--- src/rtl/ascon_hash256_ctrl.sv ---
// Ascon-Hash256 sequencer driving a word-addressed Ascon permutation core.
// Optional macro ASCON_XOF_EN adds Ascon-XOF128 IV selection and a programmable output length.
module ascon_hash256_ctrl #(
    parameter logic [63:0] IV_HASH      = 64'h0000080100CC0002,
    parameter int unsigned DIGEST_WORDS = 4
) (
    input  logic        clk,
    input  logic        rst,
    input  logic        start_i,
`ifdef ASCON_XOF_EN
    input  logic        xof_i,
    input  logic [15:0] out_words_i,
`endif
    output logic        busy_o,
    input  logic        msg_valid_i,
    output logic        msg_ready_o,
    input  logic [63:0] msg_data_i,
    input  logic        msg_last_i,
    input  logic [3:0]  msg_bytes_i,
    output logic        dig_valid_o,
    output logic [63:0] dig_data_o,
    input  logic        dig_ready_i,
    output logic        core_start_perm_o,
    output logic        core_mode_o,
    output logic [2:0]  core_word_sel_o,
    output logic [63:0] core_data_o,
    output logic        core_write_en_o,
    output logic        core_xor_en_o,
    input  logic [63:0] core_data_i,
    input  logic        core_perm_done_i
);

`ifdef ASCON_XOF_EN
    localparam int unsigned CNT_W  = 16;
    localparam logic [63:0] IV_XOF = 64'h0000080000CC0003;
`else
    localparam int unsigned CNT_W  = 3;
`endif

    typedef enum logic [2:0] {
        S_IDLE,
        S_INIT_WR,
        S_PERM,
        S_WAIT,
        S_ABSORB,
        S_PAD,
        S_SQUEEZE
    } state_t;

    state_t             state;
    state_t             ret_state;
    logic [2:0]         sel_q;
    logic [63:0]        data_q;
    logic               wr_q;
    logic               xor_q;
    logic [CNT_W-1:0]   cnt;
    logic [CNT_W-1:0]   cnt_inc;
    logic [CNT_W-1:0]   limit;
    logic [63:0]        init_iv;
    logic               msg_hs;
    logic [3:0]         last_n;
    logic [5:0]         last_shift;
    logic [63:0]        absorb_data;

`ifdef ASCON_XOF_EN
    assign init_iv = xof_i ? IV_XOF : IV_HASH;
`else
    assign init_iv = IV_HASH;
    assign limit   = CNT_W'(DIGEST_WORDS);
`endif

    assign cnt_inc    = (&cnt) ? cnt : cnt + CNT_W'(1);
    assign msg_hs     = (state == S_ABSORB) && msg_ready_o && msg_valid_i;
    assign last_n     = (msg_bytes_i > 4'd8) ? 4'd8 : msg_bytes_i;
    assign last_shift = {last_n[2:0], 3'b000};

    // Short final word: keep the valid bytes and place the 0x01 pad byte right after them.
    always_comb begin
        absorb_data = msg_data_i;
        if (msg_last_i && (last_n < 4'd8)) begin
            absorb_data = (msg_data_i & ~(64'hFFFF_FFFF_FFFF_FFFF << last_shift))
                        | (64'h1 << last_shift);
        end
    end

    // Message words are XORed into the core in the handshake cycle itself.
    assign core_xor_en_o   = xor_q | msg_hs;
    assign core_data_o     = msg_hs ? absorb_data : data_q;
    assign core_write_en_o = wr_q;
    assign core_word_sel_o = sel_q;
    assign core_mode_o     = 1'b1;

    always_ff @(posedge clk or posedge rst) begin
        if (rst) begin
            state             <= S_IDLE;
            ret_state         <= S_IDLE;
            busy_o            <= 1'b0;
            msg_ready_o       <= 1'b0;
            dig_valid_o       <= 1'b0;
            dig_data_o        <= '0;
            core_start_perm_o <= 1'b0;
            wr_q              <= 1'b0;
            xor_q             <= 1'b0;
            sel_q             <= '0;
            data_q            <= '0;
            cnt               <= '0;
`ifdef ASCON_XOF_EN
            limit             <= CNT_W'(DIGEST_WORDS);
`endif
        end else begin
            core_start_perm_o <= 1'b0;
            case (state)
                S_IDLE: begin
                    if (start_i) begin
                        busy_o <= 1'b1;
                        cnt    <= '0;
                        wr_q   <= 1'b1;
                        sel_q  <= '0;
                        data_q <= init_iv;
                        state  <= S_INIT_WR;
`ifdef ASCON_XOF_EN
                        limit  <= (out_words_i == 16'd0) ? 16'd1 : out_words_i;
`endif
                    end
                end
                S_INIT_WR: begin
                    if (sel_q == 3'd4) begin
                        wr_q              <= 1'b0;
                        sel_q             <= '0;
                        data_q            <= '0;
                        core_start_perm_o <= 1'b1;
                        ret_state         <= S_ABSORB;
                        state             <= S_PERM;
                    end else begin
                        sel_q  <= sel_q + 3'd1;
                        data_q <= '0;
                    end
                end
                // Pulse cycle: a done seen here belongs to nothing we asked for.
                S_PERM: state <= S_WAIT;
                S_WAIT: begin
                    if (core_perm_done_i) begin
                        state <= ret_state;
                        if (ret_state == S_ABSORB) begin
                            msg_ready_o <= 1'b1;
                        end else if (ret_state == S_PAD) begin
                            xor_q  <= 1'b1;
                            data_q <= 64'h1;
                        end
                    end
                end
                S_ABSORB: begin
                    if (msg_hs) begin
                        msg_ready_o       <= 1'b0;
                        core_start_perm_o <= 1'b1;
                        state             <= S_PERM;
                        if (!msg_last_i) begin
                            ret_state <= S_ABSORB;
                        end else if (last_n == 4'd8) begin
                            ret_state <= S_PAD;
                        end else begin
                            ret_state <= S_SQUEEZE;
                        end
                    end
                end
                S_PAD: begin
                    xor_q             <= 1'b0;
                    data_q            <= '0;
                    core_start_perm_o <= 1'b1;
                    ret_state         <= S_SQUEEZE;
                    state             <= S_PERM;
                end
                S_SQUEEZE: begin
                    if (!dig_valid_o) begin
                        dig_valid_o <= 1'b1;
                        dig_data_o  <= core_data_i;
                    end else if (dig_ready_i) begin
                        dig_valid_o <= 1'b0;
                        cnt         <= cnt_inc;
                        if (cnt_inc < limit) begin
                            core_start_perm_o <= 1'b1;
                            ret_state         <= S_SQUEEZE;
                            state             <= S_PERM;
                        end else begin
                            busy_o <= 1'b0;
                            state  <= S_IDLE;
                        end
                    end
                end
                default: state <= S_IDLE;
            endcase
        end
    end

endmodule
--- config.mk ---
export PLATFORM = sky130hd
export DESIGN_NAME = ascon_hash256_ctrl
export DESIGN_NICKNAME = d
export VERILOG_FILES = /design/src/rtl/ascon_hash256_ctrl.sv
export SDC_FILE = /design/constraint.sdc
export NUM_CORES = 1
export LEC_CHECK = 0
export ABC_AREA = 1
export CAP_MARGIN = 20
export CORE_MARGIN = 3
export CORE_UTILIZATION = 33
export CTS_CLUSTER_SIZE = 30
export DETAILED_ROUTE_END_ITERATION = 8
export GPL_TIMING_DRIVEN = 1
export PLACE_DENSITY_LB_ADDON = 0.2
export SKIP_CTS_REPAIR_TIMING = 1
export SLEW_MARGIN = 20
export SYNTH_ARGS = -nofsm -noshare
export SYNTH_HDL_FRONTEND = slang
export SYNTH_SLANG_ARGS = --single-unit
--- constraint.sdc ---
create_clock -name clk -period 2.9 [get_ports clk]
set_input_delay 0.58 -clock clk [delete_from_list [all_inputs] [get_ports clk]]
set_output_delay 0.58 -clock clk [all_outputs]
set_load 0.005 [all_outputs]
==> results of run 1 <==
-- kinds of logic after synthesis --
family	after synthesis
compound gates	27
xor+xnor	1
fa+ha+maj	3
buf+inv	88
flops	84
other cells	1
simple gates	367
-- stage by stage --
stage / cells / setup TNS, ps / instance area (sq um)
6_report: 1031 / 0 / 7690
5_1_grt: 1031 / -57.2 / 7690
4_1_cts: 1030 / -283 / 7600
3_5_place_dp: 1014 / -197 / 7330
3_3_place_gp: 1014 / 0 / 7330
2_1_floorplan: 571 / 0 / 4290
-- power breakdown --
part,internal [mW],leakage [nW],switching [mW]
clock network,0.606,0.130,0.439
registers,1.73,0.973,0.346
logic,1.56,2.72,1.27
-- per-layer routing --
layer	up-vias	GRT usage, %
met5	-	0
met4	0	6.80
met3	21	7.45
met2	191	38.6
met1	2226	23.1
li1	2347	-
-- worst max-delay path, cell delays in order --
cell	delay, ps
clkdlybuf4s50_1	460
inv_1	70
nor2_4	160
nand2_2	100
nor2_4	120
nand2_2	100
a2bb2oi_2	150
clkdlybuf4s50_1	520
-- area by class of cell --
class                   count  area, sq um  area share, %
clock inverters             3         21.3          0.276
flip-flops and latches     84         2100           27.3
repair buffers            298         2990           38.8
multi-input cells         399         1880           24.4
inverters                  62          239           3.11
well taps                 172          215           2.80
clock buffers              13          250           3.25
-- layout by cell type (no fill, tap or decap), drive strengths merged --
cell	Yosys	layout
a22oi	1	1
a211oi	1	1
nand3	93	93
o21ai	14	14
clkinv	1	3
clkdlybuf4s50	0	264
conb	1	1
dlymetal6s2s	0	11
buf	18	23
a21oi	6	6
nand4	4	4
ha	3	3
clkbuf	8	13
clkinvlp	0	2
inv	61	60
nand2	202	202
a21boi	1	1
o21bai	3	3
nor3	1	1
xnor2	1	1
nor2	60	60
a2bb2oi	1	1
nor3b	7	7
dfrtp	84	84
-- state kept, by name, summed over array words and instances (netlist names), 2 cells and up --
signal / cells
state: 3
dig_data_o: 64
ret_state: 3
data_q: 2
core_word_sel_o: 3
cnt: 3
-- final timing paths --
check	cells past startpoint	endpoint	slack, ps	start
min reg2reg	2	dig_data_o[18]	470	dig_data_o[18]
min	2	dig_data_o[18]	470	dig_data_o[18]
max in group asynchronous	3	dig_data_o[33]	1550	rst
max	8	core_data_o[0]	50	msg_last_i
min in group asynchronous	2	dig_data_o[6]	610	rst
max reg2reg	8	cnt[0]	810	state[2]
==> impl_metrics.toml, run 1 <==
[status]
status = "complete, no violations"

[synthesis]
synth_simple_gate_area_share_pct = 37.7
yosys_register_bits = 84
synth.distinct_cells = 32
ys_top_cells_by_area = "dfrtp_1 49%, nand2_1 17%, nand3_1 11%, inv_1 5.3%, nor2_1 4.8%"
synth_ff_type = "dfrtp_1"
synthAdderAreaFrac_pct = 0.874
synth_edf_count = 0
yosysTopAreaCell = "dfrtp_1"
synth_mux_area_share_pct = 0
synth_compound_area_share_pct = 3.70
synth.top_cells.by_count = "197 x nand2_1, 91 x nand3_1, 84 x dfrtp_1, 61 x inv_1, 55 x nor2_1"
synthesis.area_sq_um = 4290
synth_top_area_share_pct = 49.0
ys_seq_area_share_pct = 49.0
synth_fp_nets = 713
synth_top_family_by_area = "simple AND/OR/NAND/NOR gates"
postSynthAreaPerCell_sq_um = 7.52
syn_inst = 571
synthXorXnorAreaFrac_pct = 0.204
yosys_warnings = 0
yosysMostFrequentCell = "nand2_1"
synthArstFlopShare_pct = 100

[cts]
numClockSinks = 84
clk_path_buf_depth = 2
root_buffer = "clkbuf_16"
numCtsBuffers = 9
clk_pin_slew_worst_paths_ps = 60
htreeDepth = 3
clkLatencyLatePin_ps = 330
tritoncts = "done"

[floorplanning]
rows = 41
start_util_pct = 33.9
pin_count = 277
core_area_sq_um = 12700
die_area_sq_um = 14400
die_h_microns = 120
die_w_microns = 120

[pwr]
power.total_mw = 5.95
p_leak_nw = 3.82
ir_drop_mv = 0.523
p_per_area_nw_per_um2 = 774

[placement]
dp_slack_ps = -64.4
io_buffers = 275
hpwl_microns = 12000
place_congestion = 0.885

[layout]
utilization_pct = 60.7
n_fill_cell = 1133
num_antenna_cells = 0
syn_to_final_growth_pct = 79.2
drive_gt1_share_pct = 8.03
fin_nets = 996

[sta]
tightest_slew_ps = 764
fin_ws_ps = 53.4
relSlewSlack_pct = 48.9
fin_crit_sh_pct = 98.2
fmax_mhz = 351
min_period_ps = 2850
clock_skew_ps = 9.61
drv_slew = 0
rsz0062_at_grt = "true"
timing.hold.ws_ps = 467
setup_viol = 0
hold_violations = 0

[setup_path]
crit_arrival_ps = 2270
crit_path_max_fanout = 5
crit_path_start_kind = "input pin"
critical_path_class = "input pin to primary output"
required_ps = 2320
cp-end-kind = "primary output"

[drt]
drcViolationCount = 0
wl_met2_microns = 7860
drtAntennaViolNets = 0
first_iter_violations = 184
top_layer_used = "met4"
viasPerCell = 4.64
routed_wl_microns = 15400
wl_met1_microns = 5780
firstDrtPassIters = 4
via_count = 4785
wl_met3_microns = 1450
post_drt_wl_per_cell_microns = 14.9

[global_route]
overflow = 0
grt_pass1_vias = 4892
grt_use_total_pct = 21.3
grt_pass1_wl_microns = 24700
grt_max_degree = 74
antenna_found_initial = 0

[min_path]
hold_path_class = "flop to flop"

[job]
drv_cap = 0
Power figures use the tool's default switching activity.
==> run 2: changes to the inputs <==
- CORE_UTILIZATION: 33 -> 37
- HOLD_SLACK_MARGIN: not set -> 0.03
- clock period: 2.9 -> 2.7 ns (I/O delays scaled with it)
==> run 2 against run 1 <==
The flow now finishes with violations (negative setup slack). Core utilization grew 11 points. Sequential share of layout area is 0.80 points lower. Critical endpoint is now core_data_o[22]. Register-to-register slack got worse by 190 ps. Combinational power is 11% higher. Setup slack worse by 140 ps. Largest cell class unchanged. Die area fell by 10%. Total power rose by 12%.
==> impl_metrics.toml, run 2 (synthesis gave the netlist of run 1 again) <==
[placement]
dp_slack_ps = -170
hpwl_microns = 12200
place_congestion = 0.885
placed_cell_area_sq_um = 7340
io_buffers = 275

[pwr]
p_per_area_nw_per_um2 = 843
p_leak_nw = 4.37
ir_drop_mv = 0.707

[drt]
firstDrtPassIters = 4
via_count = 4877
post_drt_wl_per_cell_microns = 15.7
drtAntennaViolNets = 0
viasPerCell = 4.80
drcViolationCount = 0
routed_wl_microns = 16000
first_iter_violations = 367

[sta]
hold_violations = 0
min_period_ps = 2790
setup_viol = 15
fin_crit_sh_pct = 103
setup-tns-final_ps = -442
tightest_slew_ps = 755
relSlewSlack_pct = 49.6
rsz0062_at_grt = "true"
clock_skew_ps = 7.45
fmax_mhz = 359
fin_ws_ps = -89.3
drv_slew = 0

[layout]
largest_reg_flops = 64
regMostFlops = "dig_data_o"
utilization_pct = 71.6
syn_to_final_growth_pct = 84.7
drive_gt1_share_pct = 10.5
final_cell_mix = "239 x clkdlybuf4s50_1, 193 x nand2_1, 90 x nand3_1, 82 x dfrtp_1, 57 x inv_1"
num_antenna_cells = 0
final_cell_area_sq_um = 7930
final_common_cell = "clkdlybuf4s50_1"
fin_nets = 1013

[setup_path]
cpPeakStageDelay_ps = 470
required_ps = 2160
crit_chain = "clkdlybuf4s50_1, inv_2, nor2_4, nand2_2, inv_1, nand2_1, buf_4, nand3_1, nand2_1, clkdlybuf4s50_1"
crit_path_max_fanout = 4
cp-end-kind = "primary output"
critical_path_class = "input pin to primary output"
slowest_stage = "clkdlybuf4s50_1"
crit_arrival_ps = 2250
crit_path_start_kind = "input pin"

[status]
status = "finished, violations left"
failed_checks = "negative setup slack"

[floorplanning]
die_w_microns = 114
rows = 38
core_area_sq_um = 11100
pin_count = 277
die_area_sq_um = 12900
start_util_pct = 38.8
die_h_microns = 114

[cts]
tritoncts = "done"
clk_pin_slew_worst_paths_ps = 60
root_buffer = "clkbuf_16"
htreeDepth = 3
clk_path_buf_depth = 2
clkLatencyLatePin_ps = 330
numClockSinks = 84
numCtsBuffers = 9

[global_route]
overflow = 0
antenna_found_initial = 0
grt_use_total_pct = 23.4
grt_pass1_wl_microns = 24000
grt_max_degree = 74
grt_pass1_vias = 4779

[min_path]
hold_path_class = "flop to flop"

[job]
drv_cap = 0
==> run 2: critical path, delay by kind of cell <==
family,cells,cell delay (ps)
buffers and inverters,5,1240
AND/OR/NAND/NOR,5,460
==> run 2: power by group <==
group          switching (mW)  internal (mW)  leakage [nW]
registers               0.367           1.86         0.972
logic                    1.41           1.71          3.24
clock network           0.477          0.854         0.158
total                    2.26           4.43          4.37
==> run 2: final timing paths <==
check                          startpoint              end  slack, ps  depth (start not counted)
max                            msg_last_i  core_data_o[22]        -90                         10
min                        dig_data_o[18]   dig_data_o[18]        470                          2
max reg2reg                      state[2]         state[0]        620                          8
min reg2reg                dig_data_o[18]   dig_data_o[18]        470                          2
max in group asynchronous             rst         state[1]       1350                          3
min in group asynchronous             rst   dig_data_o[41]        690                          2
==> run 2: per-layer routing <==
metal  vias to the layer above  global-route usage [%]  routed length [microns]
met5                         -                       0                        0
met4                         0                    10.3                      611
met3                        39                    7.48                     1350
met2                       217                    41.2                     8020
met1                      2237                    25.8                     5970
li1                       2384                       -                        -
==> run 2: final cells by class <==
cell class                      count  area, sq um
Multi-Input combinational cell    399         1900
Clock buffer                       11          253
Timing Repair Buffer              315         3180
Sequential cell                    84         2100
Inverter                           62          245
Clock inverter                      4         72.6
Fill cell                         877         3150
Tap cell                          140          175
==> run 2: through the flow <==
step                      cells  hold WS [ps]  power (mW)
after detailed placement    989           458        5.29
after floorplan             571           442        3.40
after global routing       1015           493        7.17
after CTS                  1004           474        6.66
final                      1015           470        6.69
after global placement      989           452        5.19
